## config.mk

```make
export PLATFORM = sky130hd
export DESIGN_NAME = ssd_page_scheduler
export DESIGN_NICKNAME = d
export VERILOG_FILES = /design/src/rtl/ssd_pkg.sv /design/src/rtl/btn_debouncer.sv /design/src/rtl/ssd_page_scheduler.sv
export SDC_FILE = /design/constraint.sdc
export NUM_CORES = 1
export LEC_CHECK = 0
export CAP_MARGIN = 20
export CORE_MARGIN = 8
export CORE_UTILIZATION = 40
export DETAILED_ROUTE_END_ITERATION = 10
export HOLD_SLACK_MARGIN = 0.02
export PLACE_DENSITY_LB_ADDON = 0.05
export SLEW_MARGIN = 20
export SYNTH_ARGS = -nofsm -noshare
export SYNTH_HDL_FRONTEND = slang
export SYNTH_HIERARCHICAL = 1
export SYNTH_SLANG_ARGS = --single-unit
```

## constraint.sdc

```tcl
create_clock -name clk -period 2.28 [get_ports clk]
set_input_delay 0.228 -clock clk [delete_from_list [all_inputs] [get_ports clk]]
set_output_delay 0.228 -clock clk [all_outputs]
set_load 0.02 [all_outputs]
```

## src/rtl/ssd_pkg.sv

```systemverilog
// Shared types and constants for the seven-segment page scheduler.
package ssd_pkg;

  typedef enum logic {
    BANNER = 1'b0,
    SHOW   = 1'b1
  } state_t;

  localparam logic [3:0]  BANNER_PREFIX = 4'hA;
  localparam logic [15:0] EMPTY_VALUE   = 16'h0000;

  // Counter width for a terminal count n, never narrower than one bit.
  function automatic int cnt_w(input int n);
    return (n < 2) ? 1 : $clog2(n);
  endfunction

  // (a + b) mod n for a, b < n, without a divider.
  function automatic int wrap_add(input int a, input int b, input int n);
    return (a + b >= n) ? (a + b - n) : (a + b);
  endfunction

endpackage

```

## src/rtl/btn_debouncer.sv

```systemverilog
// Push-button conditioner: 2-FF synchroniser, stability counter, rising-edge pulse.
// Latency: stable raw press to pulse is DEBOUNCE_CYCLES+3 cycles; no backpressure.
module btn_debouncer #(
  parameter int DEBOUNCE_CYCLES = 1000000
) (
  input  logic clk,
  input  logic reset,
  input  logic raw,
  output logic level,
  output logic pulse
);
  import ssd_pkg::*;

  localparam int CW = cnt_w(DEBOUNCE_CYCLES);

  logic          sync1, sync2, level_d;
  logic [CW-1:0] cnt;

  // Level flips only after DEBOUNCE_CYCLES consecutive samples disagree with it.
  always_ff @(posedge clk or posedge reset) begin
    if (reset) begin
      sync1   <= 1'b0;
      sync2   <= 1'b0;
      level   <= 1'b0;
      level_d <= 1'b0;
      pulse   <= 1'b0;
      cnt     <= '0;
    end else begin
      sync1   <= raw;
      sync2   <= sync1;
      level_d <= level;
      pulse   <= level & ~level_d;
      if (sync2 == level) begin
        cnt <= '0;
      end else if (cnt == CW'(DEBOUNCE_CYCLES - 1)) begin
        level <= sync2;
        cnt   <= '0;
      end else begin
        cnt <= cnt + 1'b1;
      end
    end
  end

endmodule

```

## src/rtl/ssd_page_scheduler.sv

```systemverilog
// Pages NUM_SRC 16-bit debug sources onto the shared display, with a banner per page change.
// Latency: disp_num/banner_on combinational from registered page/state; button adds DEBOUNCE_CYCLES+3.
// No backpressure; `define SSD_PAGE_SNAPSHOT_EN freezes the shown value while a page is displayed.
module ssd_page_scheduler import ssd_pkg::*; #(
  parameter int NUM_SRC         = 4,
  parameter int DWELL_CYCLES    = 100000000,
  parameter int DEBOUNCE_CYCLES = 1000000,
  parameter int BANNER_CYCLES   = 50000000
) (
  input  logic                  clk,
  input  logic                  reset,
  input  logic [NUM_SRC*16-1:0] src_bus,
  input  logic [NUM_SRC-1:0]    src_valid,
  input  logic                  btn_next,
  input  logic                  auto_en,
  output logic [15:0]           disp_num,
  output logic [3:0]            page,
  output logic                  banner_on
);

  localparam int PW = cnt_w(NUM_SRC);
  localparam int DW = cnt_w(DWELL_CYCLES);
  localparam int BW = cnt_w(BANNER_CYCLES);

  state_t          state, state_n;
  logic [PW-1:0]   page_r, page_n, next_pg;
  logic [DW-1:0]   dcnt, dcnt_n;
  logic [BW-1:0]   bcnt, bcnt_n;
  logic [15:0]     src_arr [NUM_SRC];
  logic [15:0]     show_val;
  logic            btn_pulse, btn_level_unused;
  logic            any_valid, dwell_hit, evict;

  for (genvar g = 0; g < NUM_SRC; g++) begin : g_src
    assign src_arr[g] = src_bus[16*g +: 16];
  end

  btn_debouncer #(.DEBOUNCE_CYCLES(DEBOUNCE_CYCLES)) u_debouncer (
    .clk   (clk),
    .reset (reset),
    .raw   (btn_next),
    .level (btn_level_unused),
    .pulse (btn_pulse)
  );

  // Scan downward so the nearest valid page after the current one wins.
  always_comb begin
    next_pg = page_r;
    for (int k = NUM_SRC - 1; k >= 1; k--) begin
      if (src_valid[PW'(wrap_add(int'(page_r), k, NUM_SRC))])
        next_pg = PW'(wrap_add(int'(page_r), k, NUM_SRC));
    end
  end

  assign any_valid = |src_valid;
  assign dwell_hit = auto_en && (dcnt == DW'(DWELL_CYCLES - 1));
  assign evict     = !src_valid[page_r];

  always_comb begin
    state_n = state;
    page_n  = page_r;
    dcnt_n  = dcnt;
    bcnt_n  = bcnt;
    if (!any_valid) begin
      state_n = SHOW;
      dcnt_n  = '0;
      bcnt_n  = '0;
    end else begin
      case (state)
        BANNER: begin
          if (btn_pulse) begin
            page_n = next_pg;
            bcnt_n = '0;
          end else if (bcnt == BW'(BANNER_CYCLES - 1)) begin
            state_n = SHOW;
            bcnt_n  = '0;
          end else begin
            bcnt_n = bcnt + 1'b1;
          end
        end
        SHOW: begin
          if (btn_pulse || dwell_hit || evict) begin
            page_n  = next_pg;
            state_n = BANNER;
            dcnt_n  = '0;
            bcnt_n  = '0;
          end else if (auto_en) begin
            dcnt_n = dcnt + 1'b1;
          end
        end
      endcase
    end
  end

  always_ff @(posedge clk or posedge reset) begin
    if (reset) begin
      state  <= BANNER;
      page_r <= '0;
      dcnt   <= '0;
      bcnt   <= '0;
    end else begin
      state  <= state_n;
      page_r <= page_n;
      dcnt   <= dcnt_n;
      bcnt   <= bcnt_n;
    end
  end

`ifdef SSD_PAGE_SNAPSHOT_EN
  logic [15:0] snap;

  always_ff @(posedge clk or posedge reset) begin
    if (reset)
      snap <= EMPTY_VALUE;
    else if (state_n == SHOW && state != SHOW)
      snap <= src_arr[page_n];
  end

  assign show_val = snap;
`else
  assign show_val = src_arr[page_r];
`endif

  assign page = 4'(page_r);

  always_comb begin
    disp_num  = show_val;
    banner_on = 1'b0;
    if (state == BANNER) begin
      disp_num  = {BANNER_PREFIX, 8'h00, page};
      banner_on = 1'b1;
    end else if (!any_valid) begin
      disp_num = EMPTY_VALUE;
    end
  end

endmodule
```

==> results of run 1 <==
[through the flow]
stage | TNS, ns | hold WS, ns | total power, uW | util, %
floorplan | 0 | 0.2553 | 3093 | -
global placement | -5.417 | 0.3402 | 3879 | 52.72
detailed placement | -6.497 | 0.3386 | 3937 | 52.72
CTS | -0.005013 | 0.2648 | 5392 | 54.92
global route | -0.006423 | 0.3167 | 5780 | 55.66
finish | 0 | 0.2490 | 5457 | 55.66
[sequential cells by signal (all words and copies together) (netlist names)]
name and flops:
dcnt 27, page_r 2, u_debouncer/level 1, bcnt 26, state 1, u_debouncer/sync1 1
u_debouncer/level_d 1, u_debouncer/pulse 1, u_debouncer/sync2 1, u_debouncer/cnt 20
[logic make-up after synthesis]
family | synth area share [%]
other cells | 0.07227
simple gates | 26.67
fa+ha+maj | 0.7235
xor+xnor | 3.207
compound gates | 17.24
flops | 39.06
mux | 8.802
buf+inv | 4.220
[per-layer routing]
| metal | up-vias | share of wire (%) | track usage, % |
|---|---|---|---|
| met5 | - | 0 | 0 |
| met4 | 0 | 0.99 | 5.396 |
| met3 | 13 | 4.1 | 2.774 |
| met2 | 120 | 51 | 31.03 |
| met1 | 2441 | 44 | 22.94 |
| li1 | 2395 | - | - |
[report_power, final]
group	internal (uW)	leakage, uW	total, uW	switching [uW]
clock	877	0.000150	1480	604
sequential	1600	0.00110	1770	177
combinational	1130	0.00171	2200	1070
[worst max-delay path by stage]
| stage | to | cells after the start | startpoint | slack [ns] |
|---|---|---|---|---|
| 2_1_floorplan | page_r[1]$_DFFE_PP0P_ | 5 | dcnt[11]$_DFFE_PP0P_ | 0.01 |
| 3_3_place_gp | page_r[1]$_DFFE_PP0P_ | 6 | auto_en | -0.22 |
| 3_5_place_dp | page_r[1]$_DFFE_PP0P_ | 6 | auto_en | -0.22 |
| 4_1_cts | disp_num[11] | 4 | page_r[0]$_DFFE_PP0P_ | -0.005 |
| 5_1_grt | bcnt[19]$_DFFE_PP0P_ | 6 | dcnt[11]$_DFFE_PP0P_ | -0.006 |
| 6_report | disp_num[6] | 4 | page_r[0]$_DFFE_PP0P_ | 0.07 |
[what timing repair did]
action	in CTS	in global routing
hold buffers	0	0
cloned	0	1
resized for setup	17	24
setup buffers	0	4
setup endpoints to repair	16	28
pin swaps	0	7
[cell usage in the layout (no fill, tap or decap), types with 17 or more instances in the layout]
cell             netlist  routed
a21oi_1               23      23
a31oi_1               42      41
and3_1                29      29
buf_4                  2      56
clkdlybuf4s50_1        0      74
dfrtp_1               81      80
mux4_2                17      17
nand2_1               47      47
nand3_1               42      42
nand4_1               25      25
nor2_1                35      35
o21ai_0               19      19
[cell type report]
cell class,instances,area (um^2),share of cell area [%]
multi-input combinational,422,3004,42.77
inverter,16,60.06,0.8550
sequential,81,2028,28.87
timing repair buffer,154,1420,20.22
clock inverter,5,53.80,0.7659
tap,172,215.2,3.064
clock buffer,11,242.7,3.456
==> impl_metrics.py, run 1 <==
metrics = {
    "drt": {
        "routed_wl_um": 14980,
        "drc": 0,
        "wl_per_cell_um": 17.40,
        "drtPass1Iterations": 5,
        "vias": 4969,
        "drt-vias-per-instance": 5.771,
        "ant_nets": 0,
        "drt-initial-drc-count": 345,
    },
    "floorplanning": {
        "design.die.area_um2": 16870,
        "die-width_um": 129.9,
        "top_level_ports": 93,
        "die_y_um": 129.9,
        "core_area_um2": 12620,
        "num_rows": 41,
        "start_util_pct": 41.12,
    },
    "timing": {
        "clock_skew_ns": 0.006542,
        "slew_viol_final": 0,
        "hold_violations": 0,
        "post-route-period-util_pct": 97.07,
        "layout_setup_ws_ns": 0.06676,
        "fmax_mhz": 451.8,
        "final-setup-viol-count": 0,
        "period_minus_slack_ns": 2.213,
        "max_slew_margin_pct": 54.15,
        "tightest_slew_ns": 0.6856,
    },
    "power": {
        "power_density_nw_per_um2": 776.9,
        "p_leak_uw": 0.002953,
        "peakVddDrop_v": 0.0005733,
    },
    "cts": {
        "insertion_delay_ns": 0.34,
        "cts_made_buffers": 9,
        "clk_pin_slew_ns": 0.06,
        "cts_sinks": 81,
        "tritoncts": "built",
        "h-tree-depth": 3,
        "cts_max_path_buffers": 2,
        "cts_root_buf": "clkbuf_16",
    },
    "global_routing": {
        "grt_first_pass_wirelength_um": 24420,
        "gr-total-overflow": 0,
        "grt_max_degree": 38,
        "grt_util_all_layers_pct": 18.05,
        "grt_pass1_vias": 4776,
        "antenna_found_initial": 0,
    },
    "setup_path": {
        "path_class": "reg -> out",
        "timing.rr.start": "dcnt[11]$_DFFE_PP0P_",
        "reg2reg_depth": 6,
        "crit_chain": "buf_8 -> mux4_2 -> and3_1 -> dlygate4sd2_1",
        "crit_arrival_ns": 1.99,
        "cp-start-kind": "register",
        "cp_slowest_cell": "mux4_2",
        "crit_fanout": 6,
        "r2r_end": "bcnt[19]$_DFFE_PP0P_",
        "r2r_setup_slack_ns": 0.10,
        "worst-path-buf-inv": 2,
        "cpPeakStageDelay_ns": 0.50,
        "cp_top_family": "multiplexers",
        "required_ns": 2.05,
        "worst_setup_path_end_kind": "output port",
    },
    "synth": {
        "async_flop_share_pct": 100.0,
        "synth_area_leader_cell": "dfrtp_1",
        "synth_area_per_cell_um2": 9.383,
        "synth_warnings": 6,
        "synth_seq_area_share_pct": 39.06,
        "synth.area.top_cells": "dfrtp_1 (39%), mux4_2 (7.4%), a31oi_1 (5.1%)",
        "yosys_register_bits": 81,
        "synth_commonest_cells": "dfrtp_1 (81), nand2_1 (47), a31oi_1 (42), nand3_1 (42), nor2_1 (35)",
        "synthCells": 553,
        "ys_types": 62,
        "synth-edff-count": 0,
        "syn_area_um2": 5189,
        "post-synth-top-count-cell": "dfrtp_1",
        "synth_top_area_share_pct": 39.06,
        "ys.flop_type": "dfrtp_1",
    },
    "placed_design": {
        "port_buffers": 90,
        "dpl.hpwl_um": 10890,
        "gp_congestion": 0.7967,
        "placed_cells": 840,
        "dpl_cell_area_um2": 6653,
        "dp_slack_ns": -0.2197,
    },
    "finish": {
        "nets": 759,
        "stdcell_area_um2": 7024,
        "areaGrowthSynthToFinish_pct": 35.38,
        "nFillCells": 1170,
        "antennaDiodeCount": 0,
        "drive_above_1_share_pct": 18.14,
        "fin_cells": 861,
    },
    "hold_path": {
        "min_path_type": "in -> async",
    },
    "flow_run": {
        "drv_cap": 0,
    },
    "status": {
        "status": "finished clean",
    },
}
Note: power is estimated with default switching activity, not from simulation.
==> run 2, diff against run 1 <==
Settings changed: CORE_UTILIZATION 40 to 48.
==> impl_metrics.py, run 2 (synthesized netlist as in run 1, its figures left out) <==
metrics = {
    "timing": {
        "tightest_slew_ns": 0.6315,
        "holdWs_ns": 0.2546,
        "slew_viol_final": 0,
        "hold_violations": 0,
        "final-setup-viol-count": 0,
        "layout_setup_ws_ns": 0.05916,
        "max_slew_margin_pct": 57.76,
        "clock_skew_ns": 0.02066,
        "fmax_mhz": 450.3,
        "post-route-period-util_pct": 97.41,
        "period_minus_slack_ns": 2.221,
        "grt_setup_unrepaired": "yes",
    },
    "setup_path": {
        "path_class": "reg -> reg",
        "worst_setup_path_end_kind": "register",
        "required_ns": 2.51,
        "crit_arrival_ns": 2.45,
        "cp-start-kind": "register",
        "crit_fanout": 6,
    },
    "finish": {
        "reg_top3": "dcnt (27), bcnt (26), u_debouncer/cnt (20)",
        "areaGrowthSynthToFinish_pct": 33.20,
        "top_register": "dcnt",
        "largest_reg_flops": 27,
        "layout_commonest_cell": "dfrtp_1",
        "nets": 752,
        "layout_common_cells": "dfrtp_1 (80), clkdlybuf4s50_1 (74), buf_4 (48)",
        "fin_cells": 822,
        "antennaDiodeCount": 0,
        "drive_above_1_share_pct": 16.72,
    },
    "drt": {
        "ant_nets": 0,
        "routed_wl_um": 14370,
        "drt-initial-drc-count": 357,
        "drt-vias-per-instance": 6.071,
        "drtPass1Iterations": 5,
        "wl_per_cell_um": 17.49,
        "vias": 4990,
        "drc": 0,
    },
    "floorplanning": {
        "start_util_pct": 48.50,
        "num_rows": 38,
        "core_area_um2": 10700,
        "design.die.area_um2": 14390,
        "top_level_ports": 93,
        "die_y_um": 120.0,
        "die-width_um": 120.0,
    },
    "placed_design": {
        "port_buffers": 90,
        "gp_congestion": 0.8111,
        "placed_cells": 801,
        "dp_slack_ns": -0.2551,
        "dpl.hpwl_um": 10200,
    },
    "global_routing": {
        "antenna_found_initial": 0,
        "grt_first_pass_wirelength_um": 23920,
        "grt_max_degree": 44,
        "grt_pass1_vias": 4767,
        "gr-total-overflow": 0,
        "grt_util_all_layers_pct": 20.05,
    },
    "cts": {
        "insertion_delay_ns": 0.36,
        "tritoncts": "built",
        "clk_pin_slew_ns": 0.09,
        "cts_sinks": 81,
        "cts_max_path_buffers": 2,
        "cts_made_buffers": 9,
        "h-tree-depth": 3,
        "cts_root_buf": "clkbuf_8",
        "cts_hold_buf": 0,
    },
    "flow_run": {
        "drv_cap": 0,
    },
    "status": {
        "status": "finished clean",
    },
    "hold_path": {
        "min_path_type": "in -> async",
    },
    "power": {
        "peakVddDrop_v": 0.0005748,
        "power_uw": 5273,
        "p_leak_uw": 0.002937,
        "power_density_nw_per_um2": 762.9,
    },
}
-- run 2: cell count changes in the layout (fill, tap and decap cells not counted), sizes merged --
cell / delta
buf: -8
bufinv: +2
clkbuf: -2
clkdlybuf4s15: -5
clkinv: -3
dlygate4sd2: +8
inv: +1
-- run 2: final timing paths --
kind | from | to | slack (ns) | cells past startpoint
worst min-delay path | reset | bcnt[2]$_DFFE_PP0P_ | 0.25 | 2
worst max-delay path | dcnt[11]$_DFFE_PP0P_ | bcnt[9]$_DFFE_PP0P_ | 0.06 | 7
max in group asynchronous | reset | page_r[0]$_DFFE_PP0P_ | 1.44 | 3
worst min register to register | u_debouncer/sync1$_DFF_PP0_ | u_debouncer/sync2$_DFF_PP0_ | 0.36 | 0
min in group clk | btn_next | u_debouncer/sync1$_DFF_PP0_ | 0.31 | 1
worst max register to register | dcnt[11]$_DFFE_PP0P_ | bcnt[9]$_DFFE_PP0P_ | 0.06 | 7
-- run 2: cell type report --
type / instances / area [um^2]
Multi-Input combinational cell: 422 / 2989
Timing Repair Buffer: 147 / 1400
Fill cell: 902 / 3786
Clock inverter: 5 / 107.6
Tap cell: 140 / 175.2
Inverter: 16 / 60.06
Sequential cell: 81 / 2028
Clock buffer: 11 / 151.4
-- run 2: critical path: stages (launching register included) --
cell      delay (ns)
dfrtp_1         0.39
or4_4           0.55
nor4_4          0.31
a31oi_4         0.17
buf_12          0.17
buf_4           0.15
a221oi_1        0.29
a21oi_1         0.07
-- run 2: where the power goes --
group          switching, uW  total (uW)  internal [uW]
clock                    556        1350            796
combinational           1070        2170           1100
sequential               161        1750           1590
-- run 2: stage by stage --
step / area (um^2) / setup TNS [ns] / utilization, %
after floorplan: 5192 / 0 / -
after global placement: 6585 / -7.907 / 61.56
after detailed placement: 6585 / -9.595 / 61.56
after CTS: 6828 / 0 / 63.82
after global routing: 6912 / -0.02099 / 64.61
final: 6912 / 0 / 64.61
-- run 2: metal layers --
| metal | global-route usage (%) | vias to the layer above | wire length, um |
|---|---|---|---|
| met3 | 3.194 | 17 | 578 |
| met5 | 0 | - | 0 |
| met1 | 26.09 | 2459 | 6421 |
| met2 | 33.74 | 126 | 7187 |
| li1 | - | 2388 | - |
| met4 | 5.855 | 0 | 186 |
-- run 2: timing repair --
action | CTS | global route
setup buffers | 0 | 3
pin swaps | 1 | 4
cloned | 0 | 2
endpoints found under the setup margin | 22 | 25
resized for setup | 18 | 7
==> run 3, diff against run 2 <==
Settings changed: SKIP_LAST_GASP set to 1.
==> impl_metrics.py, run 3 (synthesized netlist as in run 1, its figures left out) <==
metrics = {
    "setup_path": {
        "r2r_setup_slack_ns": 0.06,
        "cp-start-kind": "register",
        "required_ns": 2.51,
        "crit_arrival_ns": 2.45,
        "worst_setup_path_end_kind": "register",
        "crit_fanout": 6,
        "path_class": "reg -> reg",
    },
    "finish": {
        "top_register": "dcnt",
        "drive_above_1_share_pct": 16.72,
        "nets": 752,
        "multiInputGateArea_um2": 2989,
        "reg_top3": "dcnt (27), bcnt (26), u_debouncer/cnt (20)",
        "areaGrowthSynthToFinish_pct": 33.06,
        "largest_reg_flops": 27,
        "layout_common_cells": "dfrtp_1 (80), clkdlybuf4s50_1 (74), buf_4 (50)",
        "antennaDiodeCount": 0,
        "regArea_um2": 2028,
        "fin_cells": 822,
        "layout_commonest_cell": "dfrtp_1",
        "nFillCells": 899,
    },
    "placed_design": {
        "placed_cells": 801,
        "dpl.hpwl_um": 10200,
        "gp_congestion": 0.8111,
        "dp_slack_ns": -0.2551,
        "port_buffers": 90,
    },
    "floorplanning": {
        "die_y_um": 120.0,
        "top_level_ports": 93,
        "design.die.area_um2": 14390,
        "die-width_um": 120.0,
        "core_area_um2": 10700,
        "num_rows": 38,
        "start_util_pct": 48.50,
    },
    "status": {
        "status": "finished clean",
    },
    "drt": {
        "drc": 0,
        "ant_nets": 0,
        "vias": 4963,
        "routed_wl_um": 14360,
        "wl_per_cell_um": 17.47,
        "drt-vias-per-instance": 6.038,
        "drt-initial-drc-count": 347,
        "drtPass1Iterations": 5,
    },
    "cts": {
        "insertion_delay_ns": 0.36,
        "cts_root_buf": "clkbuf_8",
        "cts_max_path_buffers": 2,
        "cts_hold_buf": 0,
        "cts_made_buffers": 9,
        "cts_sinks": 81,
        "h-tree-depth": 3,
        "clk_pin_slew_ns": 0.09,
        "tritoncts": "built",
    },
    "power": {
        "power_uw": 5264,
        "peakVddDrop_v": 0.0005759,
        "p_leak_uw": 0.002934,
        "power_density_nw_per_um2": 762.4,
    },
    "global_routing": {
        "grt_util_all_layers_pct": 20.05,
        "antenna_found_initial": 0,
        "grt_max_degree": 44,
        "gr-total-overflow": 0,
        "grt_pass1_vias": 4767,
        "grt_first_pass_wirelength_um": 23920,
    },
    "timing": {
        "holdWs_ns": 0.2550,
        "hold_violations": 0,
        "post-route-period-util_pct": 97.43,
        "period_minus_slack_ns": 2.221,
        "clock_skew_ns": 0.01883,
        "layout_setup_ws_ns": 0.05850,
        "final-setup-viol-count": 0,
        "slew_viol_final": 0,
        "fmax_mhz": 450.1,
        "tightest_slew_ns": 0.6199,
        "grt_setup_unrepaired": "yes",
        "max_slew_margin_pct": 58.54,
        "fin_setup_tns_ns": 0,
    },
    "hold_path": {
        "min_path_type": "in -> async",
    },
    "flow_run": {
        "drv_cap": 0,
    },
}
[run 3: cell count changes in the layout (fill, tap and decap cells not counted)]
cell   previous run  this run
buf_4            48        50
buf_6             3         1
[run 3: path summary, 6_finish.rpt]
path / start / to / cells past startpoint
setup / recovery: dcnt[11]$_DFFE_PP0P_ / bcnt[9]$_DFFE_PP0P_ / 7
hold / removal: reset / bcnt[2]$_DFFE_PP0P_ / 2
setup reg to reg: dcnt[11]$_DFFE_PP0P_ / bcnt[9]$_DFFE_PP0P_ / 7
hold reg to reg: u_debouncer/sync1$_DFF_PP0_ / u_debouncer/sync2$_DFF_PP0_ / 0
max in group asynchronous: reset / page_r[0]$_DFFE_PP0P_ / 3
min in group clk: btn_next / u_debouncer/sync1$_DFF_PP0_ / 1
[run 3: repair_timing]
action                     in CTS  in global routing
resized for setup              18                  5
gates cloned                    0                  2
setup endpoints to repair      22                 25
buffers inserted                0                  3
pin swaps                       1                  4
hold endpoints to repair        0                  0
[run 3: area by class of cell]
type	instances	share of cell area, %
Multi-Input combinational cell	422	43.29
Timing Repair Buffer	147	20.17
Clock inverter	5	1.559
Sequential cell	81	29.38
Tap cell	140	2.537
Inverter	16	0.8699
Clock buffer	11	2.193
[run 3: power by group]
| part | switching (uW) | internal, uW | leakage [uW] |
|---|---|---|---|
| combinational | 1060 | 1090 | 0.00171 |
| clock | 559 | 796 | 0.000131 |
| sequential | 159 | 1590 | 0.00110 |
| total | 1780 | 3480 | 0.00293 |
[run 3: worst max-delay path, stage by stage, from the launching register on]
cell      delay (ns)
dfrtp_1         0.39
or4_4           0.55
nor4_4          0.31
a31oi_4         0.17
buf_12          0.17
buf_4           0.15
a221oi_1        0.29
a21oi_1         0.07
[run 3: metal layers]
layer	wire, um	global-route usage, %	vias up
li1	-	-	2389
met1	6472	26.09	2429
met2	7146	33.74	128
met3	555	3.194	17
met4	184	5.855	0
met5	0	0	-
[run 3: metrics by stage]
stage	utilization, %	instance area (um^2)
after global placement	61.56	6585
final	64.54	6904
after global routing	64.54	6904
after floorplan	-	5192
after CTS	63.82	6828
after detailed placement	61.56	6585
